===== src/rtl/filter_pkg.sv =====
`default_nettype none
// ============================================================================
// Module   : filter_pkg
// Purpose  : Definitions shared by the FIR stimulus source and the filter
//            datapath: mode encoding, stimulus FSM state type and the
//            saturating clamp used by the stimulus patterns and the filter's
//            output stage.
// Ports    : none (package)
// Revision : 1.0 - initial release
// ============================================================================
package filter_pkg;

  // Stimulus pattern selection
  localparam logic [1:0] MODE_IMPULSE = 2'd0;
  localparam logic [1:0] MODE_STEP    = 2'd1;
  localparam logic [1:0] MODE_RAMP    = 2'd2;
  localparam logic [1:0] MODE_ALT     = 2'd3;

  typedef enum logic [1:0] {
    ST_IDLE  = 2'd0,
    ST_RUN   = 2'd1,
    ST_FLUSH = 2'd2,
    ST_DONE  = 2'd3
  } stim_state_t;

  // Clamp a wide signed value into the signed range of a 'width'-bit word.
  // The caller truncates the result to 'width' bits; valid for width <= 31.
  function automatic logic signed [31:0] sat_signed(
    input logic signed [31:0] val,
    input int                 width
  );
    logic signed [31:0] hi;
    logic signed [31:0] lo;
    hi = (32'sd1 <<< (width - 1)) - 32'sd1;
    lo = -hi - 32'sd1;
    if (val > hi) begin
      return hi;
    end else if (val < lo) begin
      return lo;
    end else begin
      return val;
    end
  endfunction

endpackage
`default_nettype wire


===== src/rtl/stim_pattern.sv =====
`default_nettype none
// ============================================================================
// Module   : stim_pattern
// Purpose  : Combinational stimulus sample generator. Produces
//            pattern(mode, amp, idx), saturated to the DATA_W signed range.
// Ports    : mode   - pattern select (impulse/step/ramp/alternating)
//            amp    - signed amplitude
//            idx    - index of the pattern sample
//            sample - saturated signed output sample
// Revision : 1.0 - initial release
// ============================================================================
module stim_pattern
  import filter_pkg::*;
#(
  parameter int DATA_W = 8,
  parameter int LEN_W  = 8
) (
  input  logic        [1:0]        mode,
  input  logic signed [DATA_W-1:0] amp,
  input  logic        [LEN_W-1:0]  idx,
  output logic signed [DATA_W-1:0] sample
);

  // Raw value formed wide enough that no intermediate can wrap (covers the
  // negation of the most negative amplitude and the ramp's idx+1).
  logic signed [31:0] raw;

  always_comb begin
    raw = 32'sd0;
    case (mode)
      MODE_IMPULSE: raw = (idx == '0) ? 32'(amp) : 32'sd0;
      MODE_STEP:    raw = 32'(amp);
      MODE_RAMP:    raw = 32'(idx) + 32'sd1;
      MODE_ALT:     raw = idx[0] ? -32'(amp) : 32'(amp);
      default:      raw = 32'sd0;
    endcase
  end

  assign sample = DATA_W'(sat_signed(raw, DATA_W));

endmodule
`default_nettype wire


===== src/rtl/filter_stim_gen.sv =====
`default_nettype none
// ============================================================================
// Module   : filter_stim_gen
// Purpose  : Finite test-sequence source for the FIR datapath. On start it
//            streams 'length' pattern samples followed by ZERO_PAD zeros over
//            a valid/ready interface, then pulses done for one cycle.
// Ports    : clk, reset            - clock, async active-high reset
//            start                 - begin a sequence (accepted in IDLE only)
//            mode, amp, length     - sequence parameters, captured on start
//            out_ready             - downstream accepts a sample
//            x_out, x_valid        - sample stream
//            sample_idx            - current pattern index (0 during flush)
//            busy, done            - activity flag, end-of-sequence pulse
// Revision : 1.0 - initial release
// ============================================================================
module filter_stim_gen
  import filter_pkg::*;
#(
  parameter int DATA_W   = 8,
  parameter int LEN_W    = 8,
  parameter int ZERO_PAD = 4
) (
  input  logic                     clk,
  input  logic                     reset,
  input  logic                     start,
  input  logic        [1:0]        mode,
  input  logic signed [DATA_W-1:0] amp,
  input  logic        [LEN_W-1:0]  length,
  input  logic                     out_ready,
  output logic signed [DATA_W-1:0] x_out,
  output logic                     x_valid,
  output logic        [LEN_W-1:0]  sample_idx,
  output logic                     busy,
  output logic                     done
);

  localparam int               PAD_W    = (ZERO_PAD > 1) ? $clog2(ZERO_PAD) : 1;
  localparam logic [PAD_W-1:0] PAD_LAST = PAD_W'((ZERO_PAD > 0) ? (ZERO_PAD - 1) : 0);

  stim_state_t               state, state_next;
  logic        [1:0]         mode_q, mode_next;
  logic signed [DATA_W-1:0]  amp_q, amp_next;
  logic        [LEN_W-1:0]   len_q, len_next;
  logic        [LEN_W-1:0]   idx_q, idx_next;
  logic        [PAD_W-1:0]   pad_q, pad_next;
  logic signed [DATA_W-1:0]  pattern_next;
  logic                      xfer;

  // x_valid is registered and high exactly in RUN/FLUSH
  assign xfer = x_valid & out_ready;

  always_ff @(posedge clk or posedge reset) begin
    if (reset) begin
      state <= ST_IDLE;
    end else begin
      state <= state_next;
    end
  end

  always_comb begin
    state_next = state;
    mode_next  = mode_q;
    amp_next   = amp_q;
    len_next   = len_q;
    idx_next   = idx_q;
    pad_next   = pad_q;
    case (state)
      ST_IDLE: begin
        if (start) begin
          mode_next = mode;
          amp_next  = amp;
          len_next  = length;
          idx_next  = '0;
          pad_next  = '0;
          if (length != '0) begin
            state_next = ST_RUN;
          end else if (ZERO_PAD != 0) begin
            state_next = ST_FLUSH;
          end else begin
            state_next = ST_DONE;
          end
        end
      end
      ST_RUN: begin
        if (xfer) begin
          if (idx_q == len_q - LEN_W'(1)) begin
            pad_next = '0;
            if (ZERO_PAD != 0) begin
              state_next = ST_FLUSH;
            end else begin
              state_next = ST_DONE;
            end
          end else begin
            idx_next = idx_q + LEN_W'(1);
          end
        end
      end
      ST_FLUSH: begin
        if (xfer) begin
          if (pad_q == PAD_LAST) begin
            state_next = ST_DONE;
          end else begin
            pad_next = pad_q + PAD_W'(1);
          end
        end
      end
      ST_DONE: begin
        state_next = ST_IDLE;
      end
      default: begin
        state_next = ST_IDLE;
      end
    endcase
  end

  // Pattern evaluated on the next-cycle fields so every output can be
  // registered while sample 0 still appears right after the start edge.
  stim_pattern #(
    .DATA_W (DATA_W),
    .LEN_W  (LEN_W)
  ) u_pattern (
    .mode   (mode_next),
    .amp    (amp_next),
    .idx    (idx_next),
    .sample (pattern_next)
  );

  always_ff @(posedge clk or posedge reset) begin
    if (reset) begin
      mode_q     <= MODE_IMPULSE;
      amp_q      <= '0;
      len_q      <= '0;
      idx_q      <= '0;
      pad_q      <= '0;
      x_out      <= '0;
      x_valid    <= 1'b0;
      sample_idx <= '0;
      busy       <= 1'b0;
      done       <= 1'b0;
    end else begin
      mode_q     <= mode_next;
      amp_q      <= amp_next;
      len_q      <= len_next;
      idx_q      <= idx_next;
      pad_q      <= pad_next;
      x_valid    <= (state_next == ST_RUN) || (state_next == ST_FLUSH);
      x_out      <= (state_next == ST_RUN) ? pattern_next : '0;
      sample_idx <= (state_next == ST_RUN) ? idx_next : '0;
      busy       <= (state_next != ST_IDLE);
      done       <= (state_next == ST_DONE);
    end
  end

endmodule
`default_nettype wire


===== config.mk =====
export PLATFORM = sky130hd
export DESIGN_NAME = filter_stim_gen
export DESIGN_NICKNAME = d
export VERILOG_FILES = /design/src/rtl/filter_pkg.sv /design/src/rtl/stim_pattern.sv /design/src/rtl/filter_stim_gen.sv
export SDC_FILE = /design/constraint.sdc
export NUM_CORES = 1
export LEC_CHECK = 0
export ABC_AREA = 0
export CORE_MARGIN = 10
export CORE_UTILIZATION = 60
export DETAILED_ROUTE_END_ITERATION = 10
export HOLD_SLACK_MARGIN = 0.02
export PLACE_DENSITY = 0.85
export SLEW_MARGIN = 5
export SYNTH_ARGS = -nofsm -noshare
export SYNTH_HDL_FRONTEND = slang
export SYNTH_SLANG_ARGS = --single-unit

===== constraint.sdc =====
create_clock -name clk -period 10.7 [get_ports clk]
set_input_delay 1.605 -clock clk [delete_from_list [all_inputs] [get_ports clk]]
set_output_delay 1.605 -clock clk [all_outputs]
set_load 0.005 [all_outputs]

==> results of run 1 <==
[critical path: stages]
cell and delay [ps]:
sky130_fd_sc_hd__clkdlybuf4s50_1 520, sky130_fd_sc_hd__nor2b_1 220, sky130_fd_sc_hd__nor2b_2 380, sky130_fd_sc_hd__mux2i_1 450
sky130_fd_sc_hd__nand3_1 250, sky130_fd_sc_hd__nor4_2 390, sky130_fd_sc_hd__nand2_1 110, sky130_fd_sc_hd__ha_1 310
sky130_fd_sc_hd__or4bb_1 480, sky130_fd_sc_hd__or4_1 530, sky130_fd_sc_hd__a21oi_1 160, sky130_fd_sc_hd__nand2_1 100
sky130_fd_sc_hd__o221ai_4 260, sky130_fd_sc_hd__o21ai_1 110
[cell usage in the layout, fill, tap and decap left out, types with 7 or more instances in the layout]
master,synthesis,layout
sky130_fd_sc_hd__dfrtp_1,49,49
sky130_fd_sc_hd__ha_1,17,17
sky130_fd_sc_hd__a21oi_1,13,13
sky130_fd_sc_hd__clkdlybuf4s50_1,0,40
sky130_fd_sc_hd__nor3_1,8,8
sky130_fd_sc_hd__o21ai_0,14,14
sky130_fd_sc_hd__inv_1,25,24
sky130_fd_sc_hd__xnor2_1,9,9
sky130_fd_sc_hd__nor2b_1,8,7
sky130_fd_sc_hd__nand2_1,49,49
sky130_fd_sc_hd__mux2i_1,8,8
sky130_fd_sc_hd__and2_1,7,7
sky130_fd_sc_hd__nor2_1,24,24
sky130_fd_sc_hd__and3_1,8,8
sky130_fd_sc_hd__nand3_1,13,13
[kinds of logic after synthesis]
| logic type | synth area share [%] |
|---|---|
| flops | 37.4 |
| compound gates | 17.7 |
| xor+xnor | 4.01 |
| simple gates | 25.5 |
| mux | 3.82 |
| fa+ha+maj | 6.50 |
| buf+inv | 5.01 |
[power groups by stage]
stage	Clock (mW)	Sequential, mW	Combinational [mW]
2_1_floorplan	0	0.290	0.453
3_3_place_gp	0	0.297	0.584
3_5_place_dp	0	0.301	0.604
4_1_cts	0.110	0.297	0.609
5_1_grt	0.118	0.306	0.687
6_report	0.106	0.299	0.617
[worst max path at each step]
stage,depth (start not counted),slack [ps],endpoint
3_3_place_gp,14,4920,x_out[3]
6_report,14,5000,x_out[3]
2_1_floorplan,13,5440,x_out[0]
4_1_cts,14,5050,x_out[0]
5_1_grt,14,4720,x_out[0]
3_5_place_dp,14,4750,x_out[0]
[through the flow]
step                util (%)  instance area (um2)  power [mW]
finish                  73.3                 3820        1.02
global route            73.3                 3820        1.11
CTS                     73.3                 3820        1.02
detailed placement      71.6                 3730       0.905
global placement        71.6                 3730       0.881
floorplan                  -                 3270       0.742
[cell type report]
cell class | count | share of cell area (%)
clock inverter | 2 | 0.393
multi-input combinational | 274 | 49.4
inverter | 26 | 2.75
sequential | 49 | 32.1
timing repair buffer | 43 | 11.1
tap | 70 | 2.30
clock buffer | 6 | 1.90
[metal layers]
metal  GRT usage [%]  vias up  routed length, um
met3            3.28       27                504
met4            7.72        0                217
met1            22.3     1358               3340
li1                -     1370                  -
met2            30.4      116               3780
met5               0        -                  0
[sequential cells by signal, indices dropped and copies added (netlist names), 2 cells and up]
| register | cells |
|---|---|
| amp_q | 8 |
| idx_q | 8 |
| len_q | 8 |
| sample_idx | 8 |
| x_out | 8 |
| mode_q | 2 |
| pad_q | 2 |
| state | 2 |
==> flow_results.org, run 1 <==
** Clock network
- The clock reaches the later pin of the worst-skew pair after 300 ps.
- Library cell used as clock root buffer :: sky130_fd_sc_hd__clkbuf_8
- Clock tree from TritonCTS :: yes
- Maximum number of buffers from clock root to sink :: 2
- The clock tree synthesis step divided the H-tree into 2 levels.
- Post-CTS resize count :: 0
- For this design, the CTS-stage hold fixing added 0 buffers.
- Total number of clock tree sinks :: 49
- The number of clock buffers added by TritonCTS is 5.
- Post-CTS setup buffer count :: 0
- After clock tree synthesis, the clock-pin slew on the worst setup and hold paths is 90 ps.

** Power and ir drop
- Sequential cells burn 29.2% of the power.
- For this design the ratio of total power to cell area is 268 mW/mm2.
- Logic gate share of total power :: 60.4%
- Static Leakage :: 1.64 nW
- Sw power :: 0.487 mW
- Max rail drop VDD :: 0.192 mV
- The internal portion of the total power is 0.535 mW.
- Share of total power consumed by net switching :: 47.7%
- Power share of the clock group :: 10.4%

** Yosys
- Count of different cell masters after synthesis :: 70
- Of the synthesized area, sequential elements account for 37.4%.
- The average instance in the mapped netlist occupies 9.07 um2.
- During synthesis, Yosys emitted a total of 0 warnings.
- In the synthesized netlist the async set-or-reset flop fraction comes to 100%.
- Synthesis produced a netlist with a net count of 400.
- The mapped netlist covers 0.00327 mm2.
- Area share of the largest cell type after synthesis :: 37.4%
- Cell type contributing the most total cell area after synthesis :: sky130_fd_sc_hd__dfrtp_1
- Cell types occupying the most area after synthesis :: sky130_fd_sc_hd__dfrtp_1 37%, sky130_fd_sc_hd__ha_1 6.5%, sky130_fd_sc_hd__nand2_1 5.6%
- Synth Instances :: 361
- Counting flops with a built-in enable in the synthesized netlist gives 0.
- Synth Register Bits :: 49
- For this run, the leading register cell type out of synthesis is sky130_fd_sc_hd__dfrtp_1.
- The commonest cells after synthesis are 49 x sky130_fd_sc_hd__dfrtp_1, 49 x sky130_fd_sc_hd__nand2_1, 25 x sky130_fd_sc_hd__inv_1.

** Worst setup path
- By startpoint and endpoint, the worst setup path is classified as in -> reg.
- STA classifies the critical path startpoint as an input pin.
- Critical register-to-register path endpoint :: x_out[3]
- In this run the worst setup path begins at start.
- Setup slack of the worst register-to-register path :: 6370 ps
- Setup crit end kind :: register
- STA puts the critical path data arrival time at 5880 ps.
- The startpoint identified for the worst register-to-register timing path is state[0].
- At the worst endpoint, the required time is 10890 ps.
- Of all nets on the critical path, the largest fanout is 7.
- The number of cells on the worst reg-to-reg path is 13.

** Die
- The initial utilization of the core area, before any placement, comes to 62.9%.
- The floorplan step defined a die boundary enclosing 0.00881 mm2.
- The die is 93.9 um tall.
- Core outline area :: 0.00520 mm2
- Num rows :: 26
- IO Pins :: 41
- Overall die width :: 93.9 um

** STA
- Setup violations remaining at the end of the flow were counted as 0.
- Unrepaired setup endpoints after global routing :: false
- Worst setup slack after layout :: 5000 ps
- Derived from the worst setup path, the maximum achievable clock frequency is 176 MHz.
- Minimum hold slack :: 555 ps
- Dividing the final minimum period by the clock period gives 53.2%.
- Subtracting the final worst setup slack from the clock period gives 5700 ps.
- The worst pin sits at a relative slew slack of 35.0%.
- Setup Skew :: 11.0 ps
- For the pin with the worst max-slew slack, the measured transition is 973 ps.
- The final-report max-slew violation count was 0.
- Count of endpoints failing hold in the final timing report :: 0
- After routing, the total negative slack on setup checks comes to 0 ps.

** Route
- ANT nets after route :: 0
- Dividing the detail-routed via count by the number of cells gives 6.11.
- Number of iterations in the first detailed-routing pass :: 5
- Routed WL :: 7.84 mm
- Number of DRC markers after the initial detailed-route iteration :: 172
- Total number of vias :: 2871
- DRC violation count after routing :: 0
- In the final routed layout, each cell accounts on average for 16.7 um.

** Worst hold path
- The tightest min-delay check is of the reg -> reg type.
- Number of cells on the worst hold path :: 1
- The worst hold path begins at pad_q[1].
- Destination of the worst hold path :: pad_q[1]

** Placed design
- Detailed placement finished with a half-perimeter wire length of 6.00 mm.
- Final weighted congestion of routability-driven global placement :: 0.875
- Including well taps, the total number of placed cells is 462.
- Worst slack after detailed placement :: 4750 ps
- Buffers on Ports :: 40

** Cells and area
- Footprint of the multi-input gates :: 0.00189 mm2
- Layout Nets :: 438
- Ant diodes :: 0
- Post-Layout Cell Count :: 470
- After filler insertion, the fill cell instance count of the layout stands at 398.
- The post-route netlist has 9.25% of its cells at a drive strength greater than 1.
- Across the whole layout, storage elements account for 0.00123 mm2.
- Relative to the synthesized area, the layout overhead comes to 16.5%.

** GRT
- Global routing used 18.2% of the available tracks.
- Maximum number of pins on one net before global-route repair :: 50
- Grt total ovfl :: 0
- Global-route wire length before repair :: 13.1 mm
- The via count of the first global-routing pass is 2775.
- The initial antenna violation count was 0.

** Run
- Max-cap violations in this run came to 0.

** Status
- The run finished with clean final reports.
No activity file was read; power rests on OpenSTA's default activity.
==> run 2, diff against run 1 <==
Settings changed: CORE_UTILIZATION 60 to 51, PLACE_DENSITY 0.85 to 0.77.
Clock period 10.7 ns to 4.9 ns, I/O delays scaled along.
==> run 2 against run 1 <==
Against the previous run:
- cell area increased by 2.7%
- via count is 0.31% higher
- critical path depth rose by 1
- power up 130%
- clock power increased to 2.9 times the previous value
- sequential power up 120%
- utilization is 11 points lower
- die area grew 14%
- register-to-register slack worse by 5500 ps
- sequential share of layout area is 0.83 points lower
- flip-flop and latch count stayed put
- combinational power rose by 130%
- largest cell class unchanged
==> flow_results.org, run 2 (synthesis results as in run 1) <==
** Route
- In the routed layout, each cell is associated on average with a via count of 5.94.
- Routed WL :: 8.29 mm
- After the first detailed-routing iteration, the DRC count stood at 139.
- The detailed router placed 2880 vias in this run.
- Dividing the detail-routed wire length by the instance count gives 17.1 um.
- ANT nets after route :: 0
- DRC violation count after routing :: 0
- Number of iterations in the first detailed-routing pass :: 5

** Cells and area
- Layout Nets :: 446
- The top cell types in the final layout, fill and taps aside, are 49 x sky130_fd_sc_hd__nand2_1, 49 x sky130_fd_sc_hd__dfrtp_1, 40 x sky130_fd_sc_hd__clkdlybuf4s50_1.
- Post-route core utilization :: 62.4%
- Ant diodes :: 0
- In the final layout, the share of cells above drive strength 1 is 11.3%.
- From synthesis to final layout, the design area changed by 19.6%.
- The finished cells cover 0.00392 mm2.

** STA
- Summed over all failing endpoints, the final setup total negative slack is 0 ps.
- Setup Skew :: 8.98 ps
- Count of endpoints failing hold in the final timing report :: 0
- At the pin with the least slew margin, the transition time is 1010 ps.
- The worst path meets setup with 417 ps of slack.
- Of the available clock period, the critical path in the final layout requires 91.5%.
- Unrepaired setup endpoints after global routing :: false
- Number of pins with negative max-slew slack in the final report :: 0
- The tightest hold path in the finished design has a slack of 530 ps.
- FMAX :: 223 MHz
- Post-route minimum period :: 4480 ps
- Setup violations remaining at the end of the flow were counted as 0.
- The worst pin sits at a relative slew slack of 32.2%.

** Clock network
- The clock tree synthesis step divided the H-tree into 2 levels.
- TritonCTS built the clock tree.
- The clock reaches the later pin of the worst-skew pair after 310 ps.
- In this run, post-CTS repair resized a total of 0 instances.
- For this design, the sink count on the clock tree is 49.
- In this run, post-CTS hold repair placed 0 buffers.
- Library cell used as clock root buffer :: sky130_fd_sc_hd__clkbuf_8
- Clock tree synthesis inserted a total of 5 buffers.
- After clock tree synthesis, the clock-pin slew on the worst setup and hold paths is 90 ps.
- Post-CTS setup buffer count :: 0
- Maximum number of buffers from clock root to sink :: 2

** Power and ir drop
- Summed over all cells, the static leakage comes to 1.70 nW.
- Power per cell area :: 600 mW/mm2
- Across the VDD grid, the largest voltage drop is 0.312 mV.

** GRT
- Global routing finished with a remaining overflow of 0.
- Total routing resource utilization after global routing :: 17.0%
- Global-route wire length before repair :: 14.1 mm
- Entering global routing, the biggest net connects 50 pins.
- The initial antenna violation count is 0.
- Vias in the first global route :: 2890

** Worst setup path
- Critical Path Fanout Max :: 7
- The worst setup path is of the in -> reg kind.
- Setup crit end kind :: register
- Arr. time, crit path :: 4670 ps
- Worst path required time :: 5090 ps
- Crit path launch type :: input pin

** Worst hold path
- Type of the tightest min-delay check :: reg -> reg

** Die
- In this run the horizontal extent of the chip is 100 um.
- Num rows :: 29
- The initial utilization of the core area, before any placement, comes to 52.2%.
- Core outline area :: 0.00628 mm2
- Height of the die :: 100 um
- The floorplan step defined a die boundary enclosing 0.0100 mm2.
- In this run the count of I/O pins placed on the die edge is 41.

** Placed design
- At the end of routability-driven placement, the weighted congestion stood at 0.876.
- Worst slack after detailed placement :: 125 ps
- During placement, the flow inserted port buffers numbering 40.
- Placed cell areas :: 0.00380 mm2
- The wire-length estimate of the detail-placed layout is 6.40 mm.

** Run
- Max-cap violations :: 0

** Status
- The run finished with clean final reports.
==> run 2: cell types whose count changed in the layout (fill, tap and decap cells not counted) <==
cell,change
sky130_fd_sc_hd__buf_4,+8
sky130_fd_sc_hd__bufinv_16,+1
sky130_fd_sc_hd__clkbuf_1,-1
sky130_fd_sc_hd__clkbuf_8,+1
sky130_fd_sc_hd__clkinvlp_4,-1
==> run 2: metal layers <==
metal / track usage [%] / share of wire, % / vias to the layer above
met5: 0 / 0 / -
met4: 5.87 / 2.1 / 0
met3: 2.82 / 4.4 / 16
met2: 28.9 / 50 / 84
met1: 21.1 / 43 / 1394
li1: - / - / 1386
==> run 2: power breakdown <==
group          internal (mW)  total (mW)  switching [mW]
registers              0.541       0.649           0.108
clock network          0.166       0.310           0.143
logic                  0.559        1.39           0.832
==> run 2: layout make-up <==
class	instances	area, um2
Tap cell	77	96.3
Clock buffer	6	82.6
Clock inverter	2	37.5
Timing Repair Buffer	51	483
Multi-Input combinational cell	274	1890
Sequential cell	49	1230
Inverter	26	105
Fill cell	535	2360
==> run 2: critical path, cell delays in order <==
cell and delay, ps:
sky130_fd_sc_hd__clkdlybuf4s50_1 490, sky130_fd_sc_hd__nor2b_1 210, sky130_fd_sc_hd__nor2b_2 370, sky130_fd_sc_hd__mux2i_1 330, sky130_fd_sc_hd__nand3_1 220, sky130_fd_sc_hd__nor4_2 190
sky130_fd_sc_hd__buf_4 180, sky130_fd_sc_hd__nand2_1 60, sky130_fd_sc_hd__ha_1 290, sky130_fd_sc_hd__or4bb_1 460, sky130_fd_sc_hd__or4_1 510, sky130_fd_sc_hd__a21oi_1 150
sky130_fd_sc_hd__nand2_1 100, sky130_fd_sc_hd__o221ai_4 260, sky130_fd_sc_hd__o21ai_1 110
==> run 2: path summary, 6_finish.rpt <==
| kind | start | to | slack, ps | depth (start not counted) |
|---|---|---|---|---|
| worst max register to register | len_q[0] | x_out[3] | 840 | 15 |
| worst max-delay path | start | x_out[3] | 420 | 15 |
| worst min-delay path | pad_q[1] | pad_q[1] | 530 | 1 |
| worst min register to register | pad_q[1] | pad_q[1] | 530 | 1 |
| max in group asynchronous | reset | sample_idx[4] | 3290 | 2 |
| min in group asynchronous | reset | done | 980 | 2 |
==> run 2: metrics by stage <==
step	power, mW	instances
global placement	2.00	477
global route	2.54	485
detailed placement	2.03	477
floorplan	1.62	361
CTS	2.35	485
finish	2.35	485
